==> config.mk <==
export PLATFORM = sky130hd
export DESIGN_NAME = fft_mem_arbiter
export DESIGN_NICKNAME = d
export VERILOG_FILES = /design/src/rtl/fft_mem_arbiter.sv
export SDC_FILE = /design/constraint.sdc
export NUM_CORES = 1
export LEC_CHECK = 0
export CAP_MARGIN = 20
export CORE_ASPECT_RATIO = 1.4
export CORE_MARGIN = 4
export CORE_UTILIZATION = 35
export DETAILED_ROUTE_END_ITERATION = 7
export MAX_ROUTING_LAYER = met4
export PLACE_DENSITY = 0.92
export SLEW_MARGIN = 20
export SYNTH_ARGS = -nofsm -noshare
export SYNTH_HDL_FRONTEND = slang
export SYNTH_SLANG_ARGS = --single-unit
==> constraint.sdc <==
create_clock -name pclk_i -period 2.5 [get_ports pclk_i]
set_clock_uncertainty 0.05 [all_clocks]
set_input_delay 0.25 -clock pclk_i [delete_from_list [all_inputs] [get_ports pclk_i]]
set_output_delay 0.25 -clock pclk_i [all_outputs]
set_load 0.01 [all_outputs]
==> src/rtl/fft_mem_arbiter.sv <==
// fft_mem_arbiter: shares one single-port RAM between the host loader and the FFT
// engine. The RAM holds two ping-pong buffers, and each requester sees half of it.
// A one-cycle drain state lets an in-flight read return before buffer ownership
// is exchanged.
//
// Optional build macro: FFT_MEM_ARB_CONFLICT_CNT_EN
//   Defined:   conflict_cnt_o counts, saturating, the cycles where both requesters assert req.
//   Undefined: the counter is removed and conflict_cnt_o is tied to zero.
//
// Handshake: a requester raises req with its we/addr/wdata fields and keeps them
// stable until it sees gnt high in the same cycle. That cycle is the transfer.
// Read data comes back with rvalid exactly one cycle after the read grant.
// gnt is never registered: it depends combinationally on req and on the state.
module fft_mem_arbiter #(
  parameter int ADDR_WIDTH   = 11,
  parameter int DATA_WIDTH   = 32,
  parameter int STARVE_LIMIT = 8
) (
  input  logic                  pclk_i,
  input  logic                  preset_n_i,
  input  logic                  host_req_i,
  input  logic                  host_we_i,
  input  logic [ADDR_WIDTH-2:0] host_addr_i,
  input  logic [DATA_WIDTH-1:0] host_wdata_i,
  output logic                  host_gnt_o,
  output logic                  host_rvalid_o,
  output logic [DATA_WIDTH-1:0] host_rdata_o,
  input  logic                  eng_req_i,
  input  logic                  eng_we_i,
  input  logic [ADDR_WIDTH-2:0] eng_addr_i,
  input  logic [DATA_WIDTH-1:0] eng_wdata_i,
  output logic                  eng_gnt_o,
  output logic                  eng_rvalid_o,
  output logic [DATA_WIDTH-1:0] eng_rdata_o,
  input  logic                  swap_req_i,
  output logic                  swap_ack_o,
  output logic                  buffer_active_o,
  output logic                  ram_en_o,
  output logic                  ram_we_o,
  output logic [ADDR_WIDTH-1:0] ram_addr_o,
  output logic [DATA_WIDTH-1:0] ram_wdata_o,
  input  logic [DATA_WIDTH-1:0] ram_rdata_i,
  output logic [15:0]           conflict_cnt_o,
  output logic                  state_dbg_o
);

  typedef enum logic {IDLE = 1'b0, DRAIN = 1'b1} state_t;

  localparam logic [7:0] STARVE_MAX = 8'(STARVE_LIMIT);

  state_t                state_q, state_d;
  logic                  buffer_active_q;
  logic                  swap_ack_q;
  logic [7:0]            starve_q;
  logic                  rd_pend_q;
  logic                  rd_host_q;
  logic [DATA_WIDTH-1:0] host_rdata_q;
  logic [DATA_WIDTH-1:0] eng_rdata_q;
  logic                  grant_ok;
  logic                  host_gnt;
  logic                  eng_gnt;

  // FSM state register
  always_ff @(posedge pclk_i or negedge preset_n_i) begin
    if (!preset_n_i) state_q <= IDLE;
    else             state_q <= state_d;
  end

  // Next state: a swap request in IDLE starts a single drain cycle; requests are ignored in DRAIN
  always_comb begin
    state_d = state_q;
    case (state_q)
      IDLE:    if (swap_req_i) state_d = DRAIN;
      DRAIN:   state_d = IDLE;
      default: state_d = IDLE;
    endcase
  end

  // Arbitration: the engine wins ties unless the host has waited STARVE_LIMIT cycles.
  // Grants are gated by reset so that nothing reaches the RAM while reset is held.
  assign grant_ok = preset_n_i && (state_q == IDLE);
  assign host_gnt = grant_ok && host_req_i && (!eng_req_i || (starve_q == STARVE_MAX));
  assign eng_gnt  = grant_ok && eng_req_i && !host_gnt;

  assign host_gnt_o      = host_gnt;
  assign eng_gnt_o       = eng_gnt;
  assign buffer_active_o = buffer_active_q;
  assign swap_ack_o      = swap_ack_q;
  assign state_dbg_o     = (state_q == DRAIN);

  // RAM port mux: the host always sees the buffer the engine does not own
  always_comb begin
    ram_en_o    = 1'b0;
    ram_we_o    = 1'b0;
    ram_addr_o  = '0;
    ram_wdata_o = '0;
    if (host_gnt) begin
      ram_en_o    = 1'b1;
      ram_we_o    = host_we_i;
      ram_addr_o  = {~buffer_active_q, host_addr_i};
      ram_wdata_o = host_wdata_i;
    end else if (eng_gnt) begin
      ram_en_o    = 1'b1;
      ram_we_o    = eng_we_i;
      ram_addr_o  = {buffer_active_q, eng_addr_i};
      ram_wdata_o = eng_wdata_i;
    end
  end

  // Starvation counter: counts the IDLE cycles a host request loses, and clears on a host grant
  always_ff @(posedge pclk_i or negedge preset_n_i) begin
    if (!preset_n_i) begin
      starve_q <= '0;
    end else if (state_q == IDLE) begin
      if (host_gnt)
        starve_q <= '0;
      else if (host_req_i && (starve_q < STARVE_MAX))
        starve_q <= starve_q + 8'd1;
    end
  end

  // Buffer ownership flips as DRAIN ends, and the ack pulse is issued on that same edge
  always_ff @(posedge pclk_i or negedge preset_n_i) begin
    if (!preset_n_i) begin
      buffer_active_q <= 1'b0;
      swap_ack_q      <= 1'b0;
    end else begin
      swap_ack_q <= (state_q == DRAIN);
      if (state_q == DRAIN) buffer_active_q <= ~buffer_active_q;
    end
  end

  // Owner tag for the read in flight. Reset drops any pending return.
  always_ff @(posedge pclk_i or negedge preset_n_i) begin
    if (!preset_n_i) begin
      rd_pend_q <= 1'b0;
      rd_host_q <= 1'b0;
    end else begin
      rd_pend_q <= ram_en_o && !ram_we_o;
      rd_host_q <= host_gnt;
    end
  end

  assign host_rvalid_o = rd_pend_q && rd_host_q;
  assign eng_rvalid_o  = rd_pend_q && !rd_host_q;
  assign host_rdata_o  = host_rvalid_o ? ram_rdata_i : host_rdata_q;
  assign eng_rdata_o   = eng_rvalid_o  ? ram_rdata_i : eng_rdata_q;

  // Each read data output keeps its last value until the next return to that requester
  always_ff @(posedge pclk_i or negedge preset_n_i) begin
    if (!preset_n_i) begin
      host_rdata_q <= '0;
      eng_rdata_q  <= '0;
    end else begin
      host_rdata_q <= host_rdata_o;
      eng_rdata_q  <= eng_rdata_o;
    end
  end

`ifdef FFT_MEM_ARB_CONFLICT_CNT_EN
  logic [15:0] conflict_q;

  // Saturating count of the cycles where both requesters assert req, in either state
  always_ff @(posedge pclk_i or negedge preset_n_i) begin
    if (!preset_n_i)
      conflict_q <= '0;
    else if (host_req_i && eng_req_i && (conflict_q != 16'hFFFF))
      conflict_q <= conflict_q + 16'd1;
  end

  assign conflict_cnt_o = conflict_q;
`else
  assign conflict_cnt_o = 16'h0000;
`endif

endmodule

Yosys cells after proc, flatten, opt, wreduce, memory -nomap -nowiden
Index checks and enable logic that the tools add are counted.

Register bits after elaboration: 77. Input bits: 123.

Equal/unequal tests: 1. Bitwise gates (word level): 2. Reduce and logical (&&, ||, !) cells: 16. Add/subtract/negate cells: 1. Order comparisons: 1. Multiplexer cells: 14.

Operators by type and width (number): $mux W32 (4); $mux W11 (2); $mux W8 (2); $logic_and A1 B1 Y1 (9); $add A8 B1 Y8 const B (1); $eq A8 B4 Y1 const B (1); $lt A8 B4 Y1 const B (1); $mux W1 (5); $logic_not A1 Y1 (4); $not A1 Y1 (2); $pmux W1 S2 (1); $reduce_and A2 Y1 (1); $reduce_bool A2 Y1 (1); $logic_or A1 B1 Y1 (1).

Logic depth before layout (Yosys ltp)
Depth in word-level cells: 10. Mapped depth: 8. Gate-level depth less buffers: 6.

Least setup slack after synthesis
Ideal clock, no wire load.

Kind: reg-to-output. Start point: register starve_q[6]. End point: output ram_wdata_o[22]. Cell stages (with the launch flop): 6. Arrival: 1.688 ns. Path slack: 0.512 ns. Required time: 2.200 ns. Cells stage by stage: dfrtp_1 or4_4 o311a_1 buf_6 buf_6 a22o_1.

Word-level cells in the longest chain between the ends: 7.

Ends and longest elaborated chain: start, declared (line 54) `logic [7:0] starve_q;`; start signal, assigned (line 118) `starve_q <= starve_q + 8'd1;`; $eq A8 B4 Y1 (line 82) `assign host_gnt = grant_ok && host_req_i && (!eng_req_i || (starve_q == STARVE_MAX));`; $logic_or A1 B1 Y1 (line 82); $logic_and A1 B1 Y1 (line 82); $logic_not A1 Y1 (line 83) `assign eng_gnt = grant_ok && eng_req_i && !host_gnt;`; $logic_and A1 B1 Y1 (line 83); via eng_gnt_o (line 32) `output logic eng_gnt_o,`; $mux W32 (line 102) `end else if (eng_gnt) begin`; $mux W32 (line 97) `if (host_gnt) begin`; end, declared (line 41) `output logic [DATA_WIDTH-1:0] ram_wdata_o,`.

The timed path passes the listed nets, and every way through them passes these cells.

Final worst setup path
Start point: register starve_q[7]. End point: output ram_wdata_o[17].

Word-level cells in the longest chain between the ends: 7.

Ends and longest elaborated chain (line): $eq A8 B4 Y1 * (82); $logic_or A1 B1 Y1 * (82); $logic_and A1 B1 Y1 * (82); $logic_not A1 Y1 (83); $logic_and A1 B1 Y1 (83); $mux W32 (102); $mux W32 * (97).

Mark *: on every way between the ends. The rest lies on a longest branch, timed or not.

==> flow_summary_export.csv <==
group,metric,value,unit
timing,setup_tns,-2.00,ns
global_route,grt_pass1_wl,19400,um
die,die_y,128,um
drt,drt-total-wl,13600,um
timing,fin_ws,-0.0904,ns
critical_path,startpoint,"starve_q[7]",
finish,final_nets,640,
critical_path,reg2reg_from,"starve_q[7]",
drt,vias,3141,
drt,detail-route-antenna-nets,0,
timing,finalHoldViolations,0,
die,ioPinCount,255,
synth,netlist_top_cells_count,"dfrtp_1 (77), mux2_2 (67), a22o_1 (39)",
global_route,gr-total-overflow,0,
drt,vias_per_cell,4.80,
timing,setup_violations,44,
synth,ys.warnings.count,0,
synth,synth_edf_count,0,
cts,cts_tree,"built",
critical_path,worstSetupEndpointType,"primary output",
critical_path,worst_setup_path_start_kind,"flip-flop",
run,cap_violations,0,
timing,final.period_utilization,104,%
timing,fmax,386,MHz
timing,slew_headroom,36.1,%
drt,drc,0,
placed_design,pre_cts_ws,-0.114,ns
critical_path,cp_max_fo,21,
critical_path,worstPathArrival,2.29,ns
global_route,grt_pass1_vias,3390,
pwr,power.density,749,nW/um^2
cts,clockBufferDepth,2,
synth,avgSynthCellArea,13.6,um^2
outcome,violations,"setup timing",
synth,synthMostInstantiatedCell,"dfrtp_1",
synth,synth_area,3590,um^2
critical_path,rr_worst_depth,4,
drt,drt_iter0_markers,89,
cts,cts_buffers,9,
synth,yosys-top-cells-area,"dfrtp_1 (54%), mux2_2 (21%), a22o_1 (9.5%)",
outcome,status,"finished, violations left",
die,start_util,36.1,%
die,fp.coreArea,9950,um^2
die,die_w,93.6,um
placed_design,port_buffers,238,
pwr,vdd_drop_max,0.000347,V
finish,multi_input_area,1600,um^2
placed_design,place_congestion,0.863,
synth,async_reset_ff_share,100,%
critical_path,required,2.20,ns
synth,synthDistinctLibCells,36,
global_route,antenna_found_initial,0,
synth,synth-seq-area-share,53.7,%
critical_path,r2r_slack,0.50,ns
cts,cts_sinks,77,
cts,clk_pin_slew,0.06,ns
finish,syn_to_final_growth,83.2,%
finish,diodes,0,
worst_hold_path,min_path_type,"primary input to async pin",
synth,synth_largest_area_cell,"dfrtp_1",
finish,ff_latch_area,1930,um^2
cts,htree_levels,3,
placed_design,dp_hpwl,10900,um
timing,worstMarginPinSlew,0.958,ns
finish,fill_cells,737,
global_route,grt_use_total,22.4,%
die,dieArea,12000,um^2
synth,ys.flop_type,"dfrtp_1",
critical_path,crit_type,"flip-flop to primary output",
synth,ys_ff_latch,77,
synth,synth_cells,264,
critical_path,timing.rr.end,"starve_q[0]",
finish,drive_gt1_share,33.7,%
cts,postCtsHoldBufs,0,
cts,root_buffer,"clkbuf_16",
timing,finalCriticalPeriod,2.59,ns
timing,rsz0062_at_grt,"yes",
timing,report.final.slew_viol_count,0,
synth,synth_top_area_share,53.7,%
drt,routedWlPerCell,20.7,um
die,num_rows,43,
pwr,leakagePower,2.92,nW
global_route,grt_max_degree,78,
cts,clkLatencyLatePin,0.32,ns
drt,firstDrtPassIters,4,
[cell families after synthesis]
logic type                 synth area share, %
AOI/OAI and AO/OA                         13.1
buffers and inverters                     7.49
muxes                                     21.0
adders and majority gates                0.697
and+or+nand+nor                           3.73
DFF                                       53.7
xor gates and xnor gates                 0.244
other                                    0.104
[power by group]
| part | switching, mW | internal (mW) |
|---|---|---|
| clock | 0.495 | 0.903 |
| combinational | 0.740 | 1.11 |
| sequential | 0.110 | 1.57 |
| total | 1.34 | 3.58 |
[cell type report]
type	instances	share of cell area [%]
Timing Repair Buffer	260	38.5
Clock buffer	11	3.69
Clock inverter	5	1.27
Inverter	5	0.285
Tap cell	135	2.57
Sequential cell	77	29.3
Multi-Input combinational cell	162	24.4
[critical path, cell delays in order, from the launching register on]
cell     delay (ns)
dfrtp_1        0.37
or4_4          0.56
o311a_4        0.46
buf_16         0.19
a22o_4         0.24
buf_2          0.15
[cells in the final DEF, fill, tap and decap left out, drive strengths merged, types with 5 or more instances in the layout]
| cell | Yosys | layout |
|---|---|---|
| a22o | 43 | 43 |
| buf | 30 | 65 |
| clkbuf | 5 | 13 |
| clkdlybuf4s50 | 0 | 191 |
| conb | 1 | 16 |
| dfrtp | 77 | 77 |
| inv | 5 | 5 |
| mux2 | 67 | 67 |
| nand2 | 5 | 5 |
| nor2b | 5 | 5 |
[metrics by stage]
stage / util (%) / hold slack (ns) / cells / area (um^2) / total power [mW]
5_1_grt: 66.1 / 0.233 / 655 / 6580 / 5.17
6_report: 66.1 / 0.141 / 655 / 6580 / 4.92
2_1_floorplan: - / -0.0956 / 279 / 3650 / 2.44
3_5_place_dp: 61.3 / 0.433 / 633 / 6100 / 3.53
3_3_place_gp: 61.3 / 0.427 / 633 / 6100 / 3.46
4_1_cts: 64.0 / 0.187 / 651 / 6370 / 4.93
[sequential cells by signal, summed over array words and instances (netlist names)]
name and cells:
buffer_active_o 1, eng_rdata_q 32, host_rdata_q 32, rd_host_q 1
rd_pend_q 1, starve_q 8, state_dbg_o 1, swap_ack_o 1
[metal layers]
layer / routed length [um] / vias to the layer above / global-route usage, %
met5: 0 / - / -
met2: 6770 / 187 / 36.7
met3: 1230 / 11 / 6.75
li1: - / 1439 / -
met1: 5440 / 1504 / 26.6
met4: 154 / 0 / 6.38
[repair_timing]
item / 4_1_cts / 5_1_grt
setup endpoints to repair: 46 / 39
setup buffers: 1 / 2
resized for setup: 187 / 37
cloned: 1 / 2
pin swaps: 0 / 2
[how the worst max path moves through the flow]
stage	endpoint	slack (ns)
5_1_grt	ram_wdata_o[25]	-0.13
4_1_cts	ram_wdata_o[18]	-0.12
6_report	ram_wdata_o[17]	-0.09
3_3_place_gp	ram_wdata_o[10]	-0.11
2_1_floorplan	ram_wdata_o[22]	0.51
3_5_place_dp	ram_wdata_o[10]	-0.11
Note: power is estimated with default switching activity, not from simulation.
